===== config.mk =====
export PLATFORM = sky130hd
export DESIGN_NAME = multicycle_ctrl_flat
export DESIGN_NICKNAME = d
export VERILOG_FILES = /design/src/rtl/multicycle_ctrl_if.sv /design/src/rtl/multicycle_ctrl.sv /design/src/flat_wrapper.sv
export SDC_FILE = /design/constraint.sdc
export NUM_CORES = 1
export LEC_CHECK = 0
export CAP_MARGIN = 10
export CELL_PAD_IN_SITES_DETAIL_PLACEMENT = 0
export CELL_PAD_IN_SITES_GLOBAL_PLACEMENT = 1
export CORE_AREA = 2 2 60 62
export DETAILED_ROUTE_END_ITERATION = 16
export DIE_AREA = 0 0 62 64
export GPL_TIMING_DRIVEN = 0
export HOLD_SLACK_MARGIN = 0.06
export PLACE_DENSITY = 0.79
export SLEW_MARGIN = 0
export SYNTH_ARGS = -nofsm -noshare
export SYNTH_HDL_FRONTEND = slang
export SYNTH_SLANG_ARGS = --single-unit

===== constraint.sdc =====
create_clock -name clk -period 5.1 [get_ports clk]
set_input_delay 0.51 -clock clk [delete_from_list [all_inputs] [get_ports clk]]
set_output_delay 0.51 -clock clk [all_outputs]
set_load 0.005 [all_outputs]

===== src/rtl/multicycle_ctrl_if.sv =====
// Handshake and control bundle between the multicycle controller and its
// datapath/memory. The controller owns the master side.
interface multicycle_ctrl_if;
    logic       run;
    logic [6:0] opcode;
    logic       zero;
    logic       mem_ready;
    logic       mem_req;
    logic       mem_we;
    logic       adr_src;
    logic       ir_write;
    logic       pc_write;
    logic       reg_write;
    logic [1:0] alu_src_a;
    logic [1:0] alu_src_b;
    logic [1:0] alu_op;
    logic [1:0] result_src;
    logic       instr_done;
    logic       fault;
    logic [1:0] fault_code;

    modport master (
        input  run, opcode, zero, mem_ready,
        output mem_req, mem_we, adr_src, ir_write, pc_write, reg_write,
               alu_src_a, alu_src_b, alu_op, result_src, instr_done,
               fault, fault_code
    );

    modport slave (
        output run, opcode, zero, mem_ready,
        input  mem_req, mem_we, adr_src, ir_write, pc_write, reg_write,
               alu_src_a, alu_src_b, alu_op, result_src, instr_done,
               fault, fault_code
    );
endinterface


===== src/rtl/multicycle_ctrl.sv =====
// Multicycle RISC-V style control FSM: fetch/decode/execute sequencing for
// load, store, R-type and beq, with a memory-wait watchdog and a sticky fault.
module multicycle_ctrl #(
    parameter int MEM_TIMEOUT = 16
) (
    input  logic               clk,
    input  logic               rst_n,
    multicycle_ctrl_if.master  bus
);

    typedef enum logic [3:0] {
        S_IDLE, S_FETCH, S_DECODE, S_MEMADR, S_MEMRD, S_MEMWB,
        S_MEMWR, S_EXECR, S_ALUWB, S_BEQ, S_FAULT
    } state_t;

    localparam logic [6:0] OP_LOAD  = 7'b0000011;
    localparam logic [6:0] OP_STORE = 7'b0100011;
    localparam logic [6:0] OP_RTYPE = 7'b0110011;
    localparam logic [6:0] OP_BEQ   = 7'b1100011;
    localparam logic [7:0] WAIT_LAST = 8'(MEM_TIMEOUT - 1);

    localparam logic [1:0] FC_ILLEGAL = 2'b01;
    localparam logic [1:0] FC_TIMEOUT = 2'b10;

    state_t     state_q, state_d;
    logic [7:0] wait_cnt_q;
    logic       fault_q, fault_d;
    logic [1:0] fault_code_q, fault_code_d;
    logic       wait_expired;
    logic       mem_req_int;
    state_t     end_state;

    assign wait_expired = (wait_cnt_q == WAIT_LAST);
    assign end_state    = bus.run ? S_FETCH : S_IDLE;
    assign mem_req_int  = (state_q == S_FETCH) || (state_q == S_MEMRD) ||
                          (state_q == S_MEMWR);

    // Next-state and fault capture; a ready in the timeout cycle completes normally.
    always_comb begin
        state_d      = state_q;
        fault_d      = fault_q;
        fault_code_d = fault_code_q;
        unique case (state_q)
            S_IDLE:   if (bus.run) state_d = S_FETCH;
            S_FETCH: begin
                if (bus.mem_ready) begin
                    state_d = S_DECODE;
                end else if (wait_expired) begin
                    state_d      = S_FAULT;
                    fault_d      = 1'b1;
                    fault_code_d = FC_TIMEOUT;
                end
            end
            S_DECODE: begin
                if (bus.opcode == OP_LOAD || bus.opcode == OP_STORE) begin
                    state_d = S_MEMADR;
                end else if (bus.opcode == OP_RTYPE) begin
                    state_d = S_EXECR;
                end else if (bus.opcode == OP_BEQ) begin
                    state_d = S_BEQ;
                end else begin
                    state_d      = S_FAULT;
                    fault_d      = 1'b1;
                    fault_code_d = FC_ILLEGAL;
                end
            end
            // Bit 5 separates store (1) from load (0) among the memory opcodes.
            S_MEMADR: state_d = bus.opcode[5] ? S_MEMWR : S_MEMRD;
            S_MEMRD: begin
                if (bus.mem_ready) begin
                    state_d = S_MEMWB;
                end else if (wait_expired) begin
                    state_d      = S_FAULT;
                    fault_d      = 1'b1;
                    fault_code_d = FC_TIMEOUT;
                end
            end
            S_MEMWB:  state_d = end_state;
            S_MEMWR: begin
                if (bus.mem_ready) begin
                    state_d = end_state;
                end else if (wait_expired) begin
                    state_d      = S_FAULT;
                    fault_d      = 1'b1;
                    fault_code_d = FC_TIMEOUT;
                end
            end
            S_EXECR:  state_d = S_ALUWB;
            S_ALUWB:  state_d = end_state;
            S_BEQ:    state_d = end_state;
            S_FAULT:  state_d = S_FAULT;
            default:  state_d = S_IDLE;
        endcase
    end

    // State, fault and wait-counter registers with synchronous active-low reset.
    always_ff @(posedge clk) begin
        if (!rst_n) begin
            state_q      <= S_IDLE;
            fault_q      <= 1'b0;
            fault_code_q <= 2'b00;
            wait_cnt_q   <= 8'd0;
        end else begin
            state_q      <= state_d;
            fault_q      <= fault_d;
            fault_code_q <= fault_code_d;
            if (state_d != state_q &&
                (state_d == S_FETCH || state_d == S_MEMRD || state_d == S_MEMWR)) begin
                wait_cnt_q <= 8'd0;
            end else if (mem_req_int && !bus.mem_ready) begin
                wait_cnt_q <= wait_cnt_q + 8'd1;
            end
        end
    end

    // Output decode from state; everything forced low while reset is asserted.
    always_comb begin
        bus.mem_req    = 1'b0;
        bus.mem_we     = 1'b0;
        bus.adr_src    = 1'b0;
        bus.ir_write   = 1'b0;
        bus.pc_write   = 1'b0;
        bus.reg_write  = 1'b0;
        bus.alu_src_a  = 2'b00;
        bus.alu_src_b  = 2'b00;
        bus.alu_op     = 2'b00;
        bus.result_src = 2'b00;
        bus.instr_done = 1'b0;
        bus.fault      = 1'b0;
        bus.fault_code = 2'b00;
        if (rst_n) begin
            bus.fault      = fault_q;
            bus.fault_code = fault_code_q;
            unique case (state_q)
                S_FETCH: begin
                    bus.mem_req    = 1'b1;
                    bus.alu_src_b  = 2'b10;
                    bus.result_src = 2'b10;
                    bus.ir_write   = bus.mem_ready;
                    bus.pc_write   = bus.mem_ready;
                end
                S_DECODE: begin
                    bus.alu_src_a = 2'b01;
                    bus.alu_src_b = 2'b01;
                end
                S_MEMADR: begin
                    bus.alu_src_a = 2'b10;
                    bus.alu_src_b = 2'b01;
                end
                S_MEMRD: begin
                    bus.mem_req = 1'b1;
                    bus.adr_src = 1'b1;
                end
                S_MEMWB: begin
                    bus.result_src = 2'b01;
                    bus.reg_write  = 1'b1;
                    bus.instr_done = 1'b1;
                end
                S_MEMWR: begin
                    bus.mem_req    = 1'b1;
                    bus.mem_we     = 1'b1;
                    bus.adr_src    = 1'b1;
                    bus.instr_done = bus.mem_ready;
                end
                S_EXECR: begin
                    bus.alu_src_a = 2'b10;
                    bus.alu_op    = 2'b10;
                end
                S_ALUWB: begin
                    bus.reg_write  = 1'b1;
                    bus.instr_done = 1'b1;
                end
                S_BEQ: begin
                    bus.alu_src_a  = 2'b10;
                    bus.alu_op     = 2'b01;
                    bus.pc_write   = bus.zero;
                    bus.instr_done = 1'b1;
                end
                default: ;
            endcase
        end
    end

endmodule


===== src/flat_wrapper.sv =====
// flat-port wrapper written by rule: the top's interface ports become plain ports
module multicycle_ctrl_flat 
#(
    parameter int MEM_TIMEOUT = 16
)
  (clk, rst_n, bus_run, bus_opcode, bus_zero, bus_mem_ready, bus_mem_req, bus_mem_we, bus_adr_src, bus_ir_write, bus_pc_write, bus_reg_write, bus_alu_src_a, bus_alu_src_b, bus_alu_op, bus_result_src, bus_instr_done, bus_fault, bus_fault_code);
  multicycle_ctrl_if bus_i ();
  input  logic clk;
  input  logic rst_n;
  input wire logic [$bits(bus_i.run)-1:0] bus_run;
  input wire logic [$bits(bus_i.opcode)-1:0] bus_opcode;
  input wire logic [$bits(bus_i.zero)-1:0] bus_zero;
  input wire logic [$bits(bus_i.mem_ready)-1:0] bus_mem_ready;
  output wire logic [$bits(bus_i.mem_req)-1:0] bus_mem_req;
  output wire logic [$bits(bus_i.mem_we)-1:0] bus_mem_we;
  output wire logic [$bits(bus_i.adr_src)-1:0] bus_adr_src;
  output wire logic [$bits(bus_i.ir_write)-1:0] bus_ir_write;
  output wire logic [$bits(bus_i.pc_write)-1:0] bus_pc_write;
  output wire logic [$bits(bus_i.reg_write)-1:0] bus_reg_write;
  output wire logic [$bits(bus_i.alu_src_a)-1:0] bus_alu_src_a;
  output wire logic [$bits(bus_i.alu_src_b)-1:0] bus_alu_src_b;
  output wire logic [$bits(bus_i.alu_op)-1:0] bus_alu_op;
  output wire logic [$bits(bus_i.result_src)-1:0] bus_result_src;
  output wire logic [$bits(bus_i.instr_done)-1:0] bus_instr_done;
  output wire logic [$bits(bus_i.fault)-1:0] bus_fault;
  output wire logic [$bits(bus_i.fault_code)-1:0] bus_fault_code;
  assign bus_i.run = bus_run;
  assign bus_i.opcode = bus_opcode;
  assign bus_i.zero = bus_zero;
  assign bus_i.mem_ready = bus_mem_ready;
  assign bus_mem_req = bus_i.mem_req;
  assign bus_mem_we = bus_i.mem_we;
  assign bus_adr_src = bus_i.adr_src;
  assign bus_ir_write = bus_i.ir_write;
  assign bus_pc_write = bus_i.pc_write;
  assign bus_reg_write = bus_i.reg_write;
  assign bus_alu_src_a = bus_i.alu_src_a;
  assign bus_alu_src_b = bus_i.alu_src_b;
  assign bus_alu_op = bus_i.alu_op;
  assign bus_result_src = bus_i.result_src;
  assign bus_instr_done = bus_i.instr_done;
  assign bus_fault = bus_i.fault;
  assign bus_fault_code = bus_i.fault_code;
  multicycle_ctrl #(.MEM_TIMEOUT(MEM_TIMEOUT)) u_core (.clk(clk), .rst_n(rst_n), .bus(bus_i));
endmodule

==> results.sh, run 1 <==
export IMPL_synth_top_cells_by_count="18 x nor2_1, 15 x dfxtp_1, 11 x nor3_1"
export IMPL_die_y_um=64
export IMPL_p_per_area_nw_per_um2=179.5
export IMPL_grt_max_degree=11
export IMPL_drtAntennaViolNets=0
export IMPL_status="completed"
export IMPL_drive_gt1_share_pct=11.89
export IMPL_dp_hpwl_um=2408
export IMPL_drt_pass1_iterations=4
export IMPL_initial_utilization_pct=35.85
export IMPL_cp_start_kind="flip-flop"
export IMPL_synth_edf_count=0
export IMPL_yosysWarnings=0
export IMPL_setup_viol=0
export IMPL_synth_area_um2=1177
export IMPL_place_congestion=0.8626
export IMPL_slew_violations=0
export IMPL_clock_skew_ns=0.002577
export IMPL_htree_levels=1
export IMPL_grt_usage_pct=16.53
export IMPL_synth_most_common_cell="nor2_1"
export IMPL_crit_path_end_kind="primary output"
export IMPL_power_leakage_nw=0.5832
export IMPL_critPathArrivalTime_ns=2.34
export IMPL_fin_tns_setup_ns=0
export IMPL_rows=21
export IMPL_synth_top_area_cell="dfxtp_1"
export IMPL_synthCells=153
export IMPL_r2r_start="u_core.wait_cnt_q[0]"
export IMPL_num_antenna_cells=0
export IMPL_finalHoldWorstSlack_ns=0.4669
export IMPL_min_from="u_core.fault_q"
export IMPL_grt_antenna_before_repair=0
export IMPL_cp_required_ns=4.59
export IMPL_die_x_um=62
export IMPL_synth_fp_nets=166
export IMPL_async_reset_ff_share_pct=0
export IMPL_via_per_inst=5.169
export IMPL_max_freq_mhz=351.4
export IMPL_num_vias=1194
export IMPL_clock_latency_ns=0.28
export IMPL_path_class="reg2out"
export IMPL_ys_ff_latch=15
export IMPL_cts_root_buffer="clkbuf_4"
export IMPL_period_share_pct=55.79
export IMPL_r2r_cells=7
export IMPL_whs_path_depth=2
export IMPL_die_area_um2=3968
export IMPL_drc_errors=0
export IMPL_hp_class="reg2reg"
export IMPL_wl_per_cell_um=13.33
export IMPL_cap_violations=0
export IMPL_cts_setup_buffers=0
export IMPL_synth_area_leaders="dfxtp_1 26%, nor2_1 5.7%, nor3_1 4.7%"
export IMPL_rsz0062_at_grt="no"
export IMPL_cts_resized=0
export IMPL_ys_types=51
export IMPL_final_util_pct=46.93
export IMPL_areaGrowthSynthToFinish_pct=30.92
export IMPL_post_route_min_period_ns=2.846
export IMPL_grt_ovfl_total=0
export IMPL_hold_viol=0
export IMPL_dr_first_iter_drc_count=85
export IMPL_nets=199
export IMPL_portBuffers=28
export IMPL_yosysSeqAreaShare_pct=25.50
export IMPL_grt_pass1_wl_um=5037
export IMPL_clock_sinks=15
export IMPL_postSynthAreaPerCell_um2=7.695
export IMPL_grt_pass1_vias=1087
export IMPL_clockBufferDepth=2
export IMPL_ys_flop_type="dfxtp_1"
export IMPL_relSlewSlack_pct=61.77
export IMPL_clkTransAtPathRegs_ns=0.08
export IMPL_cp_startpoint="u_core.state_q[3]"
export IMPL_numCtsBuffers=3
export IMPL_core_area_um2=3284
export IMPL_crit_fanout=10
export IMPL_vdd_drop_max_uv=115.8
export IMPL_routed_wl_um=3080
export IMPL_top_level_ports=30
export IMPL_synth_top_area_share_pct=25.50
export IMPL_postCtsHoldBufs=0
export IMPL_tightest_slew_ns=0.5697
export IMPL_cts_tree="built"
per-layer routing:
metal  GRT usage [%]  up-vias  wire (um)
li1                -      616          -
met1           22.25      551       1472
met2           27.86       25       1508
met3           1.215        2         90
met4           3.989        0          9
met5               0        -          0
worst max-delay path: stages, from the launching register on:
cell and delay, ns:
dfxtp_1 0.38, buf_2 0.24, clkbuf_1 0.36, nor2b_1 0.10, and3_1 0.21, and2_1 0.18
a21o_1 0.15, clkdlybuf4s50_1 0.44
cells by family (layout without fill, tap and decap cells):
| logic type | count (synthesis) | after routing | share of synthesized area [%] |
|---|---|---|---|
| XOR/XNOR | 7 | 7 | 5.207 |
| buffers and inverters | 14 | 46 | 5.951 |
| AO/OA/AOI/OAI | 30 | 30 | 17.96 |
| multiplexers | 3 | 3 | 2.657 |
| flip-flops | 15 | 15 | 25.50 |
| adder cells (fa/ha/maj) | 1 | 1 | 1.063 |
| AND/OR/NAND/NOR | 83 | 83 | 41.66 |
where the power goes:
group          leakage, nW  internal [mW]  switching (mW)
clock               0.0150         0.0304          0.0355
sequential           0.121          0.121         0.00422
combinational        0.447         0.0420          0.0435
metrics by stage:
stage	power (mW)	cells	worst slack, ns	cell area, um2
after floorplan	0.1831	153	2.935	1177
after global placement	0.2125	227	2.250	1515
after detailed placement	0.2136	227	2.217	1515
after CTS	0.2795	231	2.272	1541
after global routing	0.2959	231	2.120	1541
final	0.2767	231	2.254	1541
placed cells by master (no fill, tap or decap), drive strengths merged, types with 5 or more instances in the layout:
cell type      count
clkdlybuf4s50     28
and3               5
nor3              11
inv                5
buf                7
o21ai              8
nand2             10
and2               7
dfxtp             15
nor2              18
a21oi              5
clkbuf             6
final cells by class:
cell class,instances,area (um2)
buffer,9,51.30
fill,333,1743
tap,46,57.56
timing repair buffer,28,280.3
sequential,15,300.3
multi-input combinational,124,807.0
inverter,5,18.77
clock buffer,4,26.28
state kept, by name (all words and copies together) (netlist names):
name	count
u_core.fault_q	1
u_core.wait_cnt_q	8
u_core.fault_code_q	2
u_core.state_q	4
worst paths after layout:
check             slack, ns                   end
setup / recovery       2.25          bus_pc_write
hold / removal         0.47        u_core.fault_q
setup reg to reg       2.69  u_core.wait_cnt_q[0]
hold reg to reg        0.47        u_core.fault_q
Note: power is estimated with default switching activity, not from simulation.
==> run 2, diff against run 1 <==
--- a/config.mk
+++ b/config.mk
@@ -8,12 +8,12 @@
 export CAP_MARGIN = 10
 export CELL_PAD_IN_SITES_DETAIL_PLACEMENT = 0
 export CELL_PAD_IN_SITES_GLOBAL_PLACEMENT = 1
-export CORE_AREA = 2 2 60 62
+export CORE_AREA = 2 2 61 63
 export DETAILED_ROUTE_END_ITERATION = 16
-export DIE_AREA = 0 0 62 64
+export DIE_AREA = 0 0 63 65
 export GPL_TIMING_DRIVEN = 0
 export HOLD_SLACK_MARGIN = 0.06
-export PLACE_DENSITY = 0.79
+export PLACE_DENSITY = 0.76
 export SLEW_MARGIN = 0
 export SYNTH_ARGS = -nofsm -noshare
 export SYNTH_HDL_FRONTEND = slang
==> constraint.sdc (replaced) <==
create_clock -name clk -period 2.85 [get_ports clk]
set_input_delay 0.285 -clock clk [delete_from_list [all_inputs] [get_ports clk]]
set_output_delay 0.285 -clock clk [all_outputs]
set_load 0.005 [all_outputs]
==> results.sh, run 2 (synthesis results as in run 1) <==
export IMPL_status="completed"
export IMPL_cts_setup_buffers=0
export IMPL_grt_usage_pct=15.77
export IMPL_numCtsBuffers=3
export IMPL_grt_max_degree=11
export IMPL_num_vias=1194
export IMPL_slew_violations=0
export IMPL_drtAntennaViolNets=0
export IMPL_grt_pass1_wl_um=5202
export IMPL_wl_met3_um=71
export IMPL_path_class="reg2out"
export IMPL_crit_chain="buf_2 > clkbuf_1 > nor2b_1 > and3_1 > and2_1 > a21o_1 > clkdlybuf4s50_1"
export IMPL_die_y_um=65
export IMPL_cts_resized=0
export IMPL_cpPeakStageDelay_ns=0.43
export IMPL_nets=199
export IMPL_wl_met2_um=1564
export IMPL_reg2reg_setup_slack_ns=0.48
export IMPL_cp_buffers_inverters=3
export IMPL_cp_required_ns=2.57
export IMPL_clkTransAtPathRegs_ns=0.08
export IMPL_r2r_start="u_core.wait_cnt_q[0]"
export IMPL_met1Wirelength_um=1386
export IMPL_min_to="u_core.fault_q"
export IMPL_hold_viol=0
export IMPL_clock_skew_ns=0.002807
export IMPL_power_leakage_nw=0.5832
export IMPL_hp_class="reg2reg"
export IMPL_drt_pass1_iterations=4
export IMPL_cp_slowest_cell="clkdlybuf4s50_1"
export IMPL_die_x_um=63
export IMPL_r2r_cells=7
export IMPL_critPathArrivalTime_ns=2.27
export IMPL_max_flop_register="u_core.wait_cnt_q"
export IMPL_clock_latency_ns=0.28
export IMPL_cp_start_kind="flip-flop"
export IMPL_largest_reg_flops=8
export IMPL_grt_pass1_vias=1160
export IMPL_final_common_cell="clkdlybuf4s50_1"
export IMPL_p_per_area_nw_per_um2=320.8
export IMPL_die_area_um2=4095
export IMPL_r2r_end="u_core.wait_cnt_q[1]"
export IMPL_areaGrowthSynthToFinish_pct=31.14
export IMPL_cpLargestDelayFamily="buffers and inverters"
export IMPL_core_area_um2=3496
export IMPL_period_share_pct=89.62
export IMPL_pwr_share_comb_pct=31.1
export IMPL_dp_hpwl_um=2444
export IMPL_drc_errors=0
export IMPL_netSwitchingPower_mw=0.1492
export IMPL_place_congestion=0.8520
export IMPL_cts_tree="built"
export IMPL_crit_fanout=10
export IMPL_crit_path_end_kind="primary output"
export IMPL_portBuffers=28
export IMPL_rsz0062_at_grt="no"
export IMPL_clock_sinks=15
export IMPL_pwr_share_seq_pct=45.2
export IMPL_top_layer="met4"
export IMPL_cp_startpoint="u_core.state_q[3]"
export IMPL_mostFrequentLayoutCells="28 x clkdlybuf4s50_1, 18 x nor2_1, 15 x dfxtp_1"
export IMPL_drive_gt1_share_pct=11.89
export IMPL_grt_antenna_before_repair=0
export IMPL_min_from="u_core.fault_q"
export IMPL_max_freq_mhz=391.5
export IMPL_postCtsHoldBufs=0
export IMPL_swShare_pct=30.12
export IMPL_fin_tns_setup_ns=0
export IMPL_top_regs="u_core.wait_cnt_q: 8 flops, u_core.state_q: 4 flops, u_core.fault_code_q: 2 flops"
export IMPL_setup_viol=0
export IMPL_dr_first_iter_drc_count=59
export IMPL_top_level_ports=30
export IMPL_tightest_slew_ns=0.5769
export IMPL_relSlewSlack_pct=61.28
export IMPL_finalPower_mw=0.4953
export IMPL_internal_power_mw=0.3461
export IMPL_wl_per_cell_um=13.09
export IMPL_grt_ovfl_total=0
export IMPL_p_clk_share_pct=23.7
export IMPL_num_antenna_cells=0
export IMPL_htree_levels=1
export IMPL_whs_path_depth=2
export IMPL_cap_violations=0
export IMPL_rows=22
export IMPL_via_per_inst=5.124
export IMPL_vdd_drop_max_uv=181.4
export IMPL_post_route_min_period_ns=2.554
export IMPL_finalHoldWorstSlack_ns=0.4921
export IMPL_initial_utilization_pct=33.68
export IMPL_cts_root_buffer="clkbuf_4"
export IMPL_routed_wl_um=3050
export IMPL_clockBufferDepth=2
run 2: cell counts in the layout (fill, tap and decap cells not counted):
No cell type changed its count.
run 2: worst max path at each step:
| stage | end | depth (start not counted) |
|---|---|---|
| final | bus_pc_write | 7 |
| after global routing | bus_pc_write | 7 |
| after CTS | bus_pc_write | 7 |
| after detailed placement | u_core.wait_cnt_q[1] | 7 |
| after global placement | u_core.wait_cnt_q[7] | 7 |
| after floorplan | u_core.wait_cnt_q[0] | 7 |
run 2: final cells by class:
cell class	instances	area (um2)
fillers	371	1952
inverters	5	18.77
plain buffers	9	51.30
clock buffers	4	26.28
repair buffers	28	280.3
flip-flops and latches	15	300.3
well taps	48	60.06
multi-input cells	124	807.0
run 2: worst reg2reg max path, stage by stage, from the launching register on:
cell and delay, ns:
dfxtp_1 0.38, ha_1 0.24, nand4b_1 0.18, nor3_1 0.25
o22ai_1 0.16, or4b_4 0.57, a211oi_4 0.35, nor3_1 0.12
run 2: through the flow:
stage	utilization (%)	setup slack, ns	area [um2]	instances
6_report	44.17	0.2957	1544	233
5_1_grt	44.17	0.09055	1544	233
4_1_cts	44.17	0.2923	1544	233
3_5_place_dp	43.41	0.1457	1518	229
3_3_place_gp	43.41	0.1681	1518	229
2_1_floorplan	-	0.7692	1177	153
run 2: power groups by stage:
stage | clock network [mW] | registers (mW) | logic (mW)
final | 0.117 | 0.224 | 0.154
after global routing | 0.130 | 0.225 | 0.171
after CTS | 0.122 | 0.224 | 0.155
after detailed placement | 0 | 0.229 | 0.154
after global placement | 0 | 0.228 | 0.152
after floorplan | 0 | 0.227 | 0.101
run 2: per-layer routing:
layer | up-vias | track usage [%]
li1 | 618 | -
met1 | 547 | 18.17
met2 | 25 | 30.98
met3 | 4 | 1.215
met4 | 0 | 4.167
met5 | - | 0
==> run 3, diff against run 2 <==
--- a/config.mk
+++ b/config.mk
@@ -6,14 +6,12 @@
 export NUM_CORES = 1
 export LEC_CHECK = 0
 export CAP_MARGIN = 10
-export CELL_PAD_IN_SITES_DETAIL_PLACEMENT = 0
-export CELL_PAD_IN_SITES_GLOBAL_PLACEMENT = 1
-export CORE_AREA = 2 2 61 63
+export CORE_AREA = 2 2 56 58
 export DETAILED_ROUTE_END_ITERATION = 16
-export DIE_AREA = 0 0 63 65
+export DIE_AREA = 0 0 58 60
 export GPL_TIMING_DRIVEN = 0
 export HOLD_SLACK_MARGIN = 0.06
-export PLACE_DENSITY = 0.76
+export PLACE_DENSITY = 0.67
 export SLEW_MARGIN = 0
 export SYNTH_ARGS = -nofsm -noshare
 export SYNTH_HDL_FRONTEND = slang
==> results.sh, run 3 (synthesis results as in run 1) <==
export IMPL_r2r_start="u_core.wait_cnt_q[0]"
export IMPL_fin_cells=218
export IMPL_postLayoutCellArea_um2=1526
export IMPL_clock_skew_ns=0.006130
export IMPL_vdd_drop_max_uv=347.2
export IMPL_cts_setup_buffers=0
export IMPL_cts_tree="built"
export IMPL_core_area_um2=2903
export IMPL_relSlewSlack_pct=59.05
export IMPL_power_leakage_nw=0.5860
export IMPL_setup_viol=0
export IMPL_drt_pass1_iterations=4
export IMPL_period_share_pct=89.30
export IMPL_die_area_um2=3480
export IMPL_grt_usage_pct=17.27
export IMPL_die_y_um=60
export IMPL_r2r_end="u_core.wait_cnt_q[4]"
export IMPL_final_common_cell="clkdlybuf4s50_1"
export IMPL_final_util_pct=52.59
export IMPL_path_class="reg2out"
export IMPL_cp_start_kind="flip-flop"
export IMPL_portBuffers=28
export IMPL_dp_slack_ns=0.1911
export IMPL_dr_first_iter_drc_count=30
export IMPL_slew_violations=0
export IMPL_rsz0062_at_grt="no"
export IMPL_finalHoldWorstSlack_ns=0.4783
export IMPL_whs_path_depth=2
export IMPL_drc_errors=0
export IMPL_top_level_ports=30
export IMPL_met1Wirelength_um=1289
export IMPL_clockBufferDepth=2
export IMPL_areaGrowthSynthToFinish_pct=29.65
export IMPL_crit_path_end="bus_pc_write"
export IMPL_initial_utilization_pct=40.56
export IMPL_clock_sinks=15
export IMPL_finalPower_mw=0.4971
export IMPL_grt_pass1_wl_um=4754
export IMPL_grt_antenna_before_repair=0
export IMPL_wl_met3_um=158
export IMPL_postCtsHoldBufs=0
export IMPL_crit_fanout=10
export IMPL_top_regs="u_core.wait_cnt_q: 8 flops, u_core.state_q: 4 flops, u_core.fault_code_q: 2 flops"
export IMPL_place_congestion=0.8407
export IMPL_r2r_cells=7
export IMPL_clock_latency_ns=0.29
export IMPL_cap_violations=0
export IMPL_max_freq_mhz=392.9
export IMPL_htree_levels=1
export IMPL_drtAntennaViolNets=0
export IMPL_status="completed"
export IMPL_p_per_area_nw_per_um2=325.7
export IMPL_rows=20
export IMPL_numCtsBuffers=3
export IMPL_clkTransAtPathRegs_ns=0.09
export IMPL_wl_met2_um=1502
export IMPL_critPathArrivalTime_ns=2.26
export IMPL_top_layer="met4"
export IMPL_post_place_cells=214
export IMPL_hp_class="reg2reg"
export IMPL_grt_pass1_vias=1108
export IMPL_mostFrequentLayoutCells="28 x clkdlybuf4s50_1, 18 x nor2_1, 15 x dfxtp_1"
export IMPL_cp_required_ns=2.57
export IMPL_max_flop_register="u_core.wait_cnt_q"
export IMPL_num_vias=1231
export IMPL_placed_area_um2=1499
export IMPL_cts_root_buffer="clkbuf_4"
export IMPL_cts_resized=0
export IMPL_reg2reg_setup_slack_ns=0.45
export IMPL_tightest_slew_ns=0.6101
export IMPL_grt_ovfl_total=0
export IMPL_cp_startpoint="u_core.state_q[3]"
export IMPL_post_route_min_period_ns=2.545
export IMPL_largest_reg_flops=8
export IMPL_grt_max_degree=11
export IMPL_die_x_um=58
export IMPL_nets=199
export IMPL_routed_wl_um=2991
export IMPL_via_per_inst=5.647
export IMPL_hold_viol=0
export IMPL_dp_hpwl_um=2300
export IMPL_crit_path_end_kind="primary output"
export IMPL_wl_per_cell_um=13.72
export IMPL_fin_tns_setup_ns=0
export IMPL_num_antenna_cells=0
export IMPL_layout_setup_ws_ns=0.3050
export IMPL_drive_gt1_share_pct=12.43
-- run 3: final cells by class --
| type | count | area (um2) |
|---|---|---|
| timing repair buffer | 28 | 280.3 |
| clock inverter | 1 | 5.005 |
| buffer | 9 | 51.30 |
| multi-input combinational | 124 | 807.0 |
| sequential | 15 | 300.3 |
| clock buffer | 3 | 22.52 |
| tap | 33 | 41.29 |
| inverter | 5 | 18.77 |
| fill | 297 | 1376 |
-- run 3: power breakdown --
part | total, mW | switching (mW) | internal (mW)
logic | 0.153 | 0.0780 | 0.0751
registers | 0.224 | 0.00726 | 0.217
clock network | 0.120 | 0.0679 | 0.0523
-- run 3: worst min path at each step --
stage,startpoint,end
2_1_floorplan,u_core.fault_q,u_core.fault_q
3_3_place_gp,u_core.fault_q,u_core.fault_q
3_5_place_dp,u_core.fault_q,u_core.fault_q
4_1_cts,u_core.fault_q,u_core.fault_q
5_1_grt,u_core.fault_code_q[0],u_core.fault_code_q[0]
6_report,u_core.fault_q,u_core.fault_q
-- run 3: critical path, cell delays in order (launching register included) --
cell	delay, ns
dfxtp_1	0.36
buf_2	0.23
clkbuf_1	0.32
nor2b_1	0.10
and3_1	0.21
and2_1	0.18
a21o_1	0.15
clkdlybuf4s50_1	0.43
-- run 3: per-layer routing --
layer  vias up  track usage, %
met1       574           21.37
li1        612               -
met3         4           1.082
met5         -               0
met2        41           30.52
met4         0           8.306
